### src/rtl/lsu_pkg.sv
// Shared types and helpers for the load/store access controller.
package lsu_pkg;

   typedef enum logic [1:0] {
      IDLE  = 2'd0,
      ISSUE = 2'd1,
      WAIT  = 2'd2,
      RESP  = 2'd3
   } state_t;

   localparam logic [2:0] F3_B  = 3'b000;
   localparam logic [2:0] F3_H  = 3'b001;
   localparam logic [2:0] F3_W  = 3'b010;
   localparam logic [2:0] F3_BU = 3'b100;
   localparam logic [2:0] F3_HU = 3'b101;

   // Byte lanes touched by an access of this width, before shifting by the address offset
   function automatic logic [3:0] size_mask(input logic [2:0] func3);
      case (func3)
         F3_B, F3_BU: size_mask = 4'b0001;
         F3_H, F3_HU: size_mask = 4'b0011;
         F3_W:        size_mask = 4'b1111;
         default:     size_mask = 4'b0000;
      endcase
   endfunction

   // Stores only come in signed widths; loads also have the unsigned byte/half forms
   function automatic logic func3_legal(input logic store, input logic [2:0] func3);
      if (store) begin
         func3_legal = (func3 == F3_B) || (func3 == F3_H) || (func3 == F3_W);
      end else begin
         func3_legal = (func3 == F3_B) || (func3 == F3_H) || (func3 == F3_W) ||
                       (func3 == F3_BU) || (func3 == F3_HU);
      end
   endfunction

endpackage

### src/rtl/lsu_lane_align.sv
// Byte-lane steering: beat masks, shifted store data, and load beat merge/extend.
module lsu_lane_align
   import lsu_pkg::*;
(
   input  logic [2:0]  func3,
   input  logic [1:0]  off,
   input  logic [31:0] wdata,
   input  logic        wr_beat,
   input  logic        rd_beat,
   input  logic [31:0] rdata,
   input  logic [31:0] merged,
   output logic        split,
   output logic [3:0]  beat_mask,
   output logic [31:0] beat_wdata,
   output logic [31:0] merge_next,
   output logic [31:0] load_data
);

   logic [7:0] m8;
   logic [5:0] lo_shift;
   logic [5:0] hi_shift;

   // Eight-lane mask spans two words; the upper nibble belongs to the second beat
   assign m8       = {4'b0000, size_mask(func3)} << off;
   assign lo_shift = {1'b0, off, 3'b000};
   assign hi_shift = 6'd32 - lo_shift;
   assign split    = |m8[7:4];

   // Lanes and data for the beat about to be issued
   always_comb begin
      beat_mask  = m8[3:0];
      beat_wdata = wdata << lo_shift;
      if (wr_beat) begin
         beat_mask  = m8[7:4];
         beat_wdata = wdata >> hi_shift;
      end
   end

   // Fold the returning read word into the right-aligned result
   always_comb begin
      merge_next = rdata >> lo_shift;
      if (rd_beat) begin
         merge_next = merged | (rdata << hi_shift);
      end
   end

   // Width-dependent sign or zero extension of the merged value
   always_comb begin
      case (func3)
         F3_B:    load_data = {{24{merge_next[7]}}, merge_next[7:0]};
         F3_H:    load_data = {{16{merge_next[15]}}, merge_next[15:0]};
         F3_BU:   load_data = {24'h000000, merge_next[7:0]};
         F3_HU:   load_data = {16'h0000, merge_next[15:0]};
         default: load_data = merge_next;
      endcase
   end

endmodule

### src/rtl/lsu_access_ctrl.sv
// Multi-cycle controller sequencing core loads/stores onto a word-wide memory port.
module lsu_access_ctrl
   import lsu_pkg::*;
#(
   parameter int TIMEOUT = 16,
   parameter int ADDR_W  = 32
)
(
   input  logic              clk,
   input  logic              rst_n,
   input  logic              req_valid,
   output logic              req_ready,
   input  logic              req_store,
   input  logic [2:0]        req_func3,
   input  logic [ADDR_W-1:0] req_addr,
   input  logic [31:0]       req_wdata,
   output logic              resp_valid,
   output logic [31:0]       resp_rdata,
   output logic              resp_err,
   output logic              mem_req,
   input  logic              mem_gnt,
   output logic              mem_we,
   output logic [ADDR_W-1:0] mem_addr,
   output logic [3:0]        mem_wmask,
   output logic [31:0]       mem_wdata,
   input  logic              mem_rvalid,
   input  logic [31:0]       mem_rdata
);

   localparam int CNT_W = $clog2(TIMEOUT + 1);
   localparam logic [CNT_W-1:0] CNT_LAST = CNT_W'(TIMEOUT - 1);

   state_t            state;
   logic              beat;
   logic [CNT_W-1:0]  tcnt;
   logic [31:0]       merged;

   logic              lat_store;
   logic [2:0]        lat_func3;
   logic [ADDR_W-1:0] lat_addr;
   logic [31:0]       lat_wdata;
   logic              lat_legal;

   logic              idle;
   logic              req_legal;
   logic [2:0]        src_func3;
   logic [1:0]        src_off;
   logic [31:0]       src_wdata;
   logic              lane_split;
   logic [3:0]        lane_mask;
   logic [31:0]       lane_wdata;
   logic [31:0]       merge_next;
   logic [31:0]       load_data;

   // While idle the lane logic looks at the incoming request so beat 0 can be registered on accept
   assign idle      = (state == IDLE);
   assign req_legal = func3_legal(req_store, req_func3);
   assign src_func3 = idle ? req_func3      : lat_func3;
   assign src_off   = idle ? req_addr[1:0]  : lat_addr[1:0];
   assign src_wdata = idle ? req_wdata      : lat_wdata;

   lsu_lane_align u_lane (
      .func3      (src_func3),
      .off        (src_off),
      .wdata      (src_wdata),
      .wr_beat    (!idle),
      .rd_beat    (beat),
      .rdata      (mem_rdata),
      .merged     (merged),
      .split      (lane_split),
      .beat_mask  (lane_mask),
      .beat_wdata (lane_wdata),
      .merge_next (merge_next),
      .load_data  (load_data)
   );

   // Access FSM with registered handshake, memory and response outputs
   always_ff @(posedge clk or negedge rst_n) begin
      if (!rst_n) begin
         state      <= IDLE;
         req_ready  <= 1'b1;
         resp_valid <= 1'b0;
         resp_err   <= 1'b0;
         resp_rdata <= '0;
         mem_req    <= 1'b0;
         mem_we     <= 1'b0;
         mem_addr   <= '0;
         mem_wmask  <= '0;
         mem_wdata  <= '0;
         beat       <= 1'b0;
         tcnt       <= '0;
         merged     <= '0;
         lat_store  <= 1'b0;
         lat_func3  <= '0;
         lat_addr   <= '0;
         lat_wdata  <= '0;
         lat_legal  <= 1'b0;
      end else begin
         case (state)
            IDLE: begin
               if (req_valid) begin
                  state     <= ISSUE;
                  req_ready <= 1'b0;
                  beat      <= 1'b0;
                  tcnt      <= '0;
                  merged    <= '0;
                  lat_store <= req_store;
                  lat_func3 <= req_func3;
                  lat_addr  <= req_addr;
                  lat_wdata <= req_wdata;
                  lat_legal <= req_legal;
                  if (req_legal) begin
                     mem_req   <= 1'b1;
                     mem_we    <= req_store;
                     mem_addr  <= {req_addr[ADDR_W-1:2], 2'b00};
                     mem_wmask <= lane_mask;
                     mem_wdata <= req_store ? lane_wdata : 32'h0;
                  end
               end
            end
            ISSUE: begin
               if (!lat_legal) begin
                  state      <= RESP;
                  resp_valid <= 1'b1;
                  resp_err   <= 1'b1;
                  resp_rdata <= '0;
               end else if (mem_gnt) begin
                  state   <= WAIT;
                  mem_req <= 1'b0;
                  tcnt    <= '0;
               end else if (tcnt == CNT_LAST) begin
                  state      <= RESP;
                  mem_req    <= 1'b0;
                  resp_valid <= 1'b1;
                  resp_err   <= 1'b1;
                  resp_rdata <= '0;
               end else begin
                  tcnt <= tcnt + CNT_W'(1);
               end
            end
            WAIT: begin
               if (mem_rvalid) begin
                  merged <= merge_next;
                  if (lane_split && !beat) begin
                     state     <= ISSUE;
                     beat      <= 1'b1;
                     tcnt      <= '0;
                     mem_req   <= 1'b1;
                     mem_addr  <= {lat_addr[ADDR_W-1:2], 2'b00} + ADDR_W'(4);
                     mem_wmask <= lane_mask;
                     mem_wdata <= lat_store ? lane_wdata : 32'h0;
                  end else begin
                     state      <= RESP;
                     resp_valid <= 1'b1;
                     resp_err   <= 1'b0;
                     resp_rdata <= lat_store ? 32'h0 : load_data;
                  end
               end else if (tcnt == CNT_LAST) begin
                  state      <= RESP;
                  resp_valid <= 1'b1;
                  resp_err   <= 1'b1;
                  resp_rdata <= '0;
               end else begin
                  tcnt <= tcnt + CNT_W'(1);
               end
            end
            RESP: begin
               state      <= IDLE;
               req_ready  <= 1'b1;
               resp_valid <= 1'b0;
               resp_err   <= 1'b0;
               resp_rdata <= '0;
            end
            default: begin
               state <= IDLE;
            end
         endcase
      end
   end

endmodule
### config.mk
export PLATFORM = sky130hd
export DESIGN_NAME = lsu_access_ctrl
export DESIGN_NICKNAME = d
export VERILOG_FILES = /design/src/rtl/lsu_pkg.sv /design/src/rtl/lsu_lane_align.sv /design/src/rtl/lsu_access_ctrl.sv
export SDC_FILE = /design/constraint.sdc
export NUM_CORES = 1
export LEC_CHECK = 0
export BUFFER_PORTS_ARGS = -buffer_cell sky130_fd_sc_hd__buf_2
export CAP_MARGIN = 20
export CORE_MARGIN = 5
export CORE_UTILIZATION = 30
export DETAILED_ROUTE_END_ITERATION = 12
export PLACE_DENSITY_LB_ADDON = 0.3
export SETUP_SLACK_MARGIN = 0.4
export SLEW_MARGIN = 5
export SYNTH_ARGS = -nofsm -noshare
export SYNTH_HDL_FRONTEND = slang
export SYNTH_SLANG_ARGS = --single-unit
### constraint.sdc
create_clock -name clk -period 2.45 [get_ports clk]
set_input_delay 0.245 -clock clk [delete_from_list [all_inputs] [get_ports clk]]
set_output_delay 0.245 -clock clk [all_outputs]
set_load 0.005 [all_outputs]
# After elaboration in Yosys (flattened, before gate mapping)
# Cells that the tools add are included.
[word_totals] reg_bits=214 in_bits=105
[op_classes] addsub=3 shift=5 reduce_logical=25 eq_ne=21 bitwise_logic=1 n_mux=73
[ops] cell="two-way mux 32 bit" n=21
[ops] cell="case mux 32 bit (2 select lines)" n=3
[ops] cell="case mux 32 bit (4 select lines)" n=1
[ops] cell="case mux 32 bit (3 select lines)" n=1
[ops] cell="adder 32 x 3 -> 32 bit (second input constant)" n=1
[ops] cell="bitwise OR 32 bit" n=1
[ops] cell="left shift 32 x 5 -> 32 bit" n=1
[ops] cell="left shift 32 x 6 -> 32 bit" n=1
[ops] cell="right shift 32 x 5 -> 32 bit" n=1
[ops] cell="right shift 32 x 6 -> 32 bit" n=1
[ops] cell="two-way mux 5 bit" n=6
[ops] cell="two-way mux 4 bit" n=5
[ops] cell="two-way mux 1 bit" n=19
[ops] cell="case mux 5 bit (3 select lines)" n=1
[ops] cell="two-way mux 2 bit" n=7
[ops] cell="== test 3 bit (second input constant)" n=4
[ops] cell="inequality test 3 bit (second input constant)" n=4
[ops] cell="case mux 4 bit (3 select lines)" n=1
[ops] cell="case mux 1 bit (3 select lines)" n=3
[ops] cell="AND reduction 3 bit" n=3
[ops] cell="inequality test 2 bit (second input constant)" n=4
[ops] cell="case mux 2 bit (4 select lines)" n=1
[ops] cell="case mux 4 bit (2 select lines)" n=1
[ops] cell="AND reduction 4 bit" n=2
[ops] cell="other kinds (23)" n=35

# Depth between registers and ports, before layout
[depth] depth_word=11 depth_mapped=13 mapped_depth_nobuf=8

# Cells and area by module
# From an unflattened synthesis, not the netlist that was laid out.
[unflattened] cells_unflattened=1252 area_unflattened_um2=12462.0
[by_module_without_submodules] module="lsu_access_ctrl" cells_each=833 instances=1 area_per_inst_um2=9634.2
[by_module_without_submodules] module="lsu_lane_align" cells_each=419 instances=1 area_per_inst_um2=2827.7

# Worst setup path after synthesis
# Ideal clock, no wire load.
[synth_timing] kind="register to register" start="register state[0]" end="register resp_rdata[18]" setup_time_ns=0.101 required_ns=2.349 t_arrival_ns=2.392 path_slack_ns=-0.043 n_path_buf=3 stages_incl_launch_ff=12 path_cell_list="dfrtp_1 inv_1 ha_1 buf_6 buf_6 mux2_4 buf_6 mux2i_1 and3_4 or2_2 a211o_4 o311ai_2"
[synth_between] elab_chain_len=11
[synth_rtl] element="start, declared" line_no="lsu_access_ctrl.sv:33" source="state_t state;"
[synth_rtl] element="start signal, assigned" line_no="lsu_access_ctrl.sv:80" source="state <= IDLE;"
[synth_rtl] element="start signal, assigned" line_no="lsu_access_ctrl.sv:102" source="state <= ISSUE;"
[synth_rtl] element="start signal, assigned" line_no="lsu_access_ctrl.sv:123" source="state <= RESP;"
[synth_rtl] element="logical NOT 2 bit" line_no="lsu_access_ctrl.sv:56" source="assign idle = (state == IDLE);"
[synth_rtl] element="two-way mux 2 bit" line_no="lsu_access_ctrl.sv:59" source="assign src_off = idle ? req_addr[1:0] : lat_addr[1:0];"
[synth_rtl] element="subtractor 6 x 5 -> 6 bit" line_no="lsu_lane_align.sv:26" source="assign hi_shift = 6'd32 - lo_shift;"
[synth_rtl] element="left shift 32 x 6 -> 32 bit" line_no="lsu_lane_align.sv:43" source="merge_next = merged | (rdata << hi_shift);"
[synth_rtl] element="bitwise OR 32 bit" line_no="lsu_lane_align.sv:43"
[synth_rtl] element="two-way mux 32 bit" line_no="lsu_lane_align.sv:42" source="if (rd_beat) begin"
[synth_rtl] element="case mux 32 bit (4 select lines)" line_no="lsu_lane_align.sv:49" source="case (func3)"
[synth_rtl] element="two-way mux 32 bit" line_no="lsu_access_ctrl.sv:156" source="resp_rdata <= lat_store ? 32'h0 : load_data;"
[synth_rtl] element="two-way mux 32 bit" line_no="lsu_access_ctrl.sv:144" source="if (lane_split && !beat) begin"
[synth_rtl] element="two-way mux 32 bit" line_no="lsu_access_ctrl.sv:142" source="if (mem_rvalid) begin"
[synth_rtl] element="case mux 32 bit (3 select lines)" line_no="lsu_access_ctrl.sv:99" source="case (state)"
[synth_rtl] element="end signal, assigned" line_no="lsu_access_ctrl.sv:156"
[synth_rtl] element="end, declared" line_no="lsu_access_ctrl.sv:18" source="output logic [31:0] resp_rdata,"
# Parallel ways exist; a longest one is shown, timed or not. The select of a mux whose other input is x is not followed.
# A chain may end at the register's enable or synchronous reset.

# Final worst setup path
[layout_timing] start="register state[1]" end="register resp_rdata[22]"
# Same word-level chain as after synthesis.

==> results by group <==
Place
  • GPL Wtd Cong: 0.8812
  • IO buf count: 207
  • Final HPWL DP: 26280 um

Clocking
  • Clock Latency Late Sink: 0.55 ns
  • Clock Root Buffer: clkbuf_16
  • Total CTS buffers: 25
  • Clock Sink Count: 204
  • H-Tree Depth: 1
  • Clock Path Buffers: 3
  • CTS tree: built
  • Clock-pin slew on the worst setup and hold paths: 0.06 ns

Worst setup path
  • Worst R2R Path Depth: 10
  • Critical Path AT: 2.90 ns
  • Kind of critical path: reg2reg
  • Worst Path Required: 2.89 ns
  • Setup crit start kind: register
  • Max stage delay cell, worst path: or4_1
  • CP most frequent cell: buf_6
  • Crit-path max FO: 8
  • Worst Setup End Kind: register
  • CP cell instances: inv_2 > ha_4 > buf_6 > and4b_1 > a31oi_2 > a221oi_2 > or4_1 > buf_6 > a211o_4 > o311ai_1
  • Slowest cell delay on critical path: 0.50 ns

Timing
  • Layout Skew: 0.02437 ns
  • Rel. slew slack: 0.5971
  • Slew @ Worst Pin: 0.6030 ns
  • Setup WS post-layout: -0.009705 ns
  • Final Critical Period: 2.460 ns
  • Final worst path period share: 1.004
  • Final Hold Fails: 0
  • Final count of pins violating max slew: 0
  • Maximum clock frequency: 406.6 MHz
  • Final setup violating endpoints: 3
  • Setup TNS: -0.01874 ns
  • RSZ-0062 raised after global routing: yes

Final layout
  • Register area: 5106 um2
  • Share of layout cells above drive strength 1: 0.3228
  • FILL cells: 3588
  • Most common cell after layout, fill and taps aside: buf_2
  • Layout Utilization: 0.4090
  • Synth-to-Final Area Change: 34.12%
  • Multi-input gate area: 5988 um2
  • Most frequent cells in the layout: 206 x buf_2, 203 x dfrtp_1, 171 x nand2_1
  • Final Net Count: 1553

Pwr
  • Maximum VDD drop: 0.0006971 V
  • Switching share of power: 0.4167
  • Sequential Power Share: 0.293
  • Leak: 6.777 nW
  • Clock power share: 0.175
  • Internal: 11.80 mW
  • Logic pwr share: 0.532
  • PwrDens: 1345 nW/um2
  • Switch Pwr: 8.434 mW

Floorplanning
  • Die area: 41360 um2
  • Starting Density: 0.3049
  • Die width: 203.4 um
  • Row count: 70
  • Ports: 210
  • Die span in y: 203.4 um
  • Core area: 36790 um2

Synthesis
  • Yosys top cell by area: dfrtp_1
  • Largest cells by area after synthesis: dfrtp_1 45%, mux2i_1 8.5%, mux2_2 6.2%
  • Post-Synthesis Cells: 1153
  • Post-Syn Area: 11220 um2
  • Sequential fraction of the synthesis area: 0.4552
  • Distinct cell type count after synthesis: 73
  • FFs w/ async S/R, synth: 1.000
  • Synth top area share: 0.4529
  • Post-synth EDFFs: 0
  • Seq cells post-synth: 204
  • Mean Syn Cell Area: 9.729 um2
  • Ys flop type: dfrtp_1
  • Synthesis Warnings: 0

Routing
  • Antenna Nets Post-Route: 0
  • Vias: 10120
  • DRC errors left: 0
  • Vias/cell: 5.249
  • DRT iter0 DRCs: 702
  • TritonRoute pass-1 iters: 5
  • WL per Instance: 19.63 um
  • DRT Wirelength: 37830 um

GRT
  • GR Util All Layers: 0.1765
  • Met1 Use GR: 0.2447
  • Initial antenna violation count: 3
  • Grt met3 use: 0.04484
  • Grt peak-use layer: met2
  • First-pass GRT wire length: 59080 um
  • Gr ovfl total: 0
  • Number of global-route vias before repair: 10130
  • Met2 Resource Use GR: 0.2767
  • Largest net degree at the start of global routing: 71

Run status
  • Failing checks: negative setup slack
  • Status: finished with violations

Hold path
  • Cell count of the worst hold path: 3
  • Worst Hold Class: in2reg

Flow run
  • Max-cap check violation count: 0
==> power groups by stage <==
stage	logic (mW)	registers, mW	clock network [mW]
after floorplan	6.21	5.72	0
after global placement	9.26	5.92	0
after detailed placement	9.39	5.93	0
after CTS	10.1	5.90	3.65
after global routing	11.8	6.13	3.78
final	10.8	5.92	3.55
==> stage by stage <==
step                power [mW]  cells  worst slack [ns]  hold WS, ns  cell area [um2]
floorplan                11.94   1154           0.05757     -0.05059            11300
global placement         15.18   1799           0.01677       0.2668            13060
detailed placement       15.32   1799          -0.02357       0.2654            13060
CTS                      19.69   1913           0.03222      0.04548            14690
global route             21.70   1925          -0.05994      0.05982            15040
finish                   20.24   1927         -0.009705      0.06072            15040
==> worst max-delay path, delay by kind of cell (launching register included) <==
family | cells | cell delay [ns]
simple gates | 2 | 0.70
compound gates | 4 | 0.72
buf+inv | 3 | 0.36
fa+ha+maj | 1 | 0.21
flops | 1 | 0.36
==> final timing paths <==
| path | slack, ns | start | to |
|---|---|---|---|
| max in group asynchronous | 1.36 | rst_n | resp_rdata[12] |
| worst min register to register | 0.47 | mem_wdata[7] | mem_wdata[7] |
| min in group asynchronous | 0.25 | rst_n | resp_rdata[24] |
| worst max-delay path | -0.01 | state[1] | resp_rdata[22] |
| worst max register to register | -0.01 | state[1] | resp_rdata[22] |
| worst min-delay path | 0.06 | req_store | mem_we |
==> Yosys cell counts (3+ instances only) <==
cell type	n
dfrtp_1	203
buf_4	5
xnor2_1	16
nor2_1	46
and2_1	14
o22a_1	14
a21oi_1	42
nor2b_1	7
ha_1	7
xor2_1	12
o311ai_1	6
o21ai_1	9
nor4_1	8
mux2i_1	95
o21ai_0	133
nand2_1	173
o22ai_1	9
buf_1	9
o32a_1	3
buf_2	23
o21bai_1	7
inv_1	18
nand2b_1	6
nor3b_1	4
and4_1	4
o211ai_1	14
buf_6	6
nor3_1	13
mux2_2	62
nand3_1	15
a22o_1	9
a22oi_1	17
or3_1	5
clkbuf_1	45
o31ai_1	18
a221oi_1	8
a31oi_1	13
nand4_1	10
==> cells by family after synthesis <==
kind of cell    count (synthesis)  synth area share
compound gates                326            0.1862
xor+xnor                       28           0.02186
simple gates                  319            0.1316
fa+ha+maj                       7          0.007808
flops                         204            0.4552
buf+inv                       107           0.04406
other cells                     1         0.0003343
mux                           161            0.1529
==> area by class of cell <==
cell class,instances,share of cell area
multi-input combinational,843,0.3980
inverter,19,0.004741
antenna,3,0.0004990
timing repair buffer,348,0.1672
tap,468,0.03892
clock buffer,36,0.04765
clock inverter,6,0.003576
sequential,204,0.3394
==> metal layers <==
metal,routed length [um],vias up
li1,-,4762
met1,16540,4926
met2,17200,365
met3,3070,62
met4,1019,0
met5,0,-
==> flip-flops by register name, summed over array words and instances, names as in the netlist, 2 cells and up <==
register and count:
resp_rdata 32, merged 32, lat_func3 3, lat_addr 32, mem_wmask 4, mem_wdata 32, lat_wdata 24, state 2
tcnt 5, mem_addr 30
==> timing repair <==
item,4_1_cts,5_1_grt
setup buffers,16,10
cloned,1,1
resized for setup,33,75
hold endpoints to repair,116,0
endpoints found under the setup margin,140,140
hold buffers,55,0
pin swaps,16,43
No activity file was read; power rests on OpenSTA's default activity.
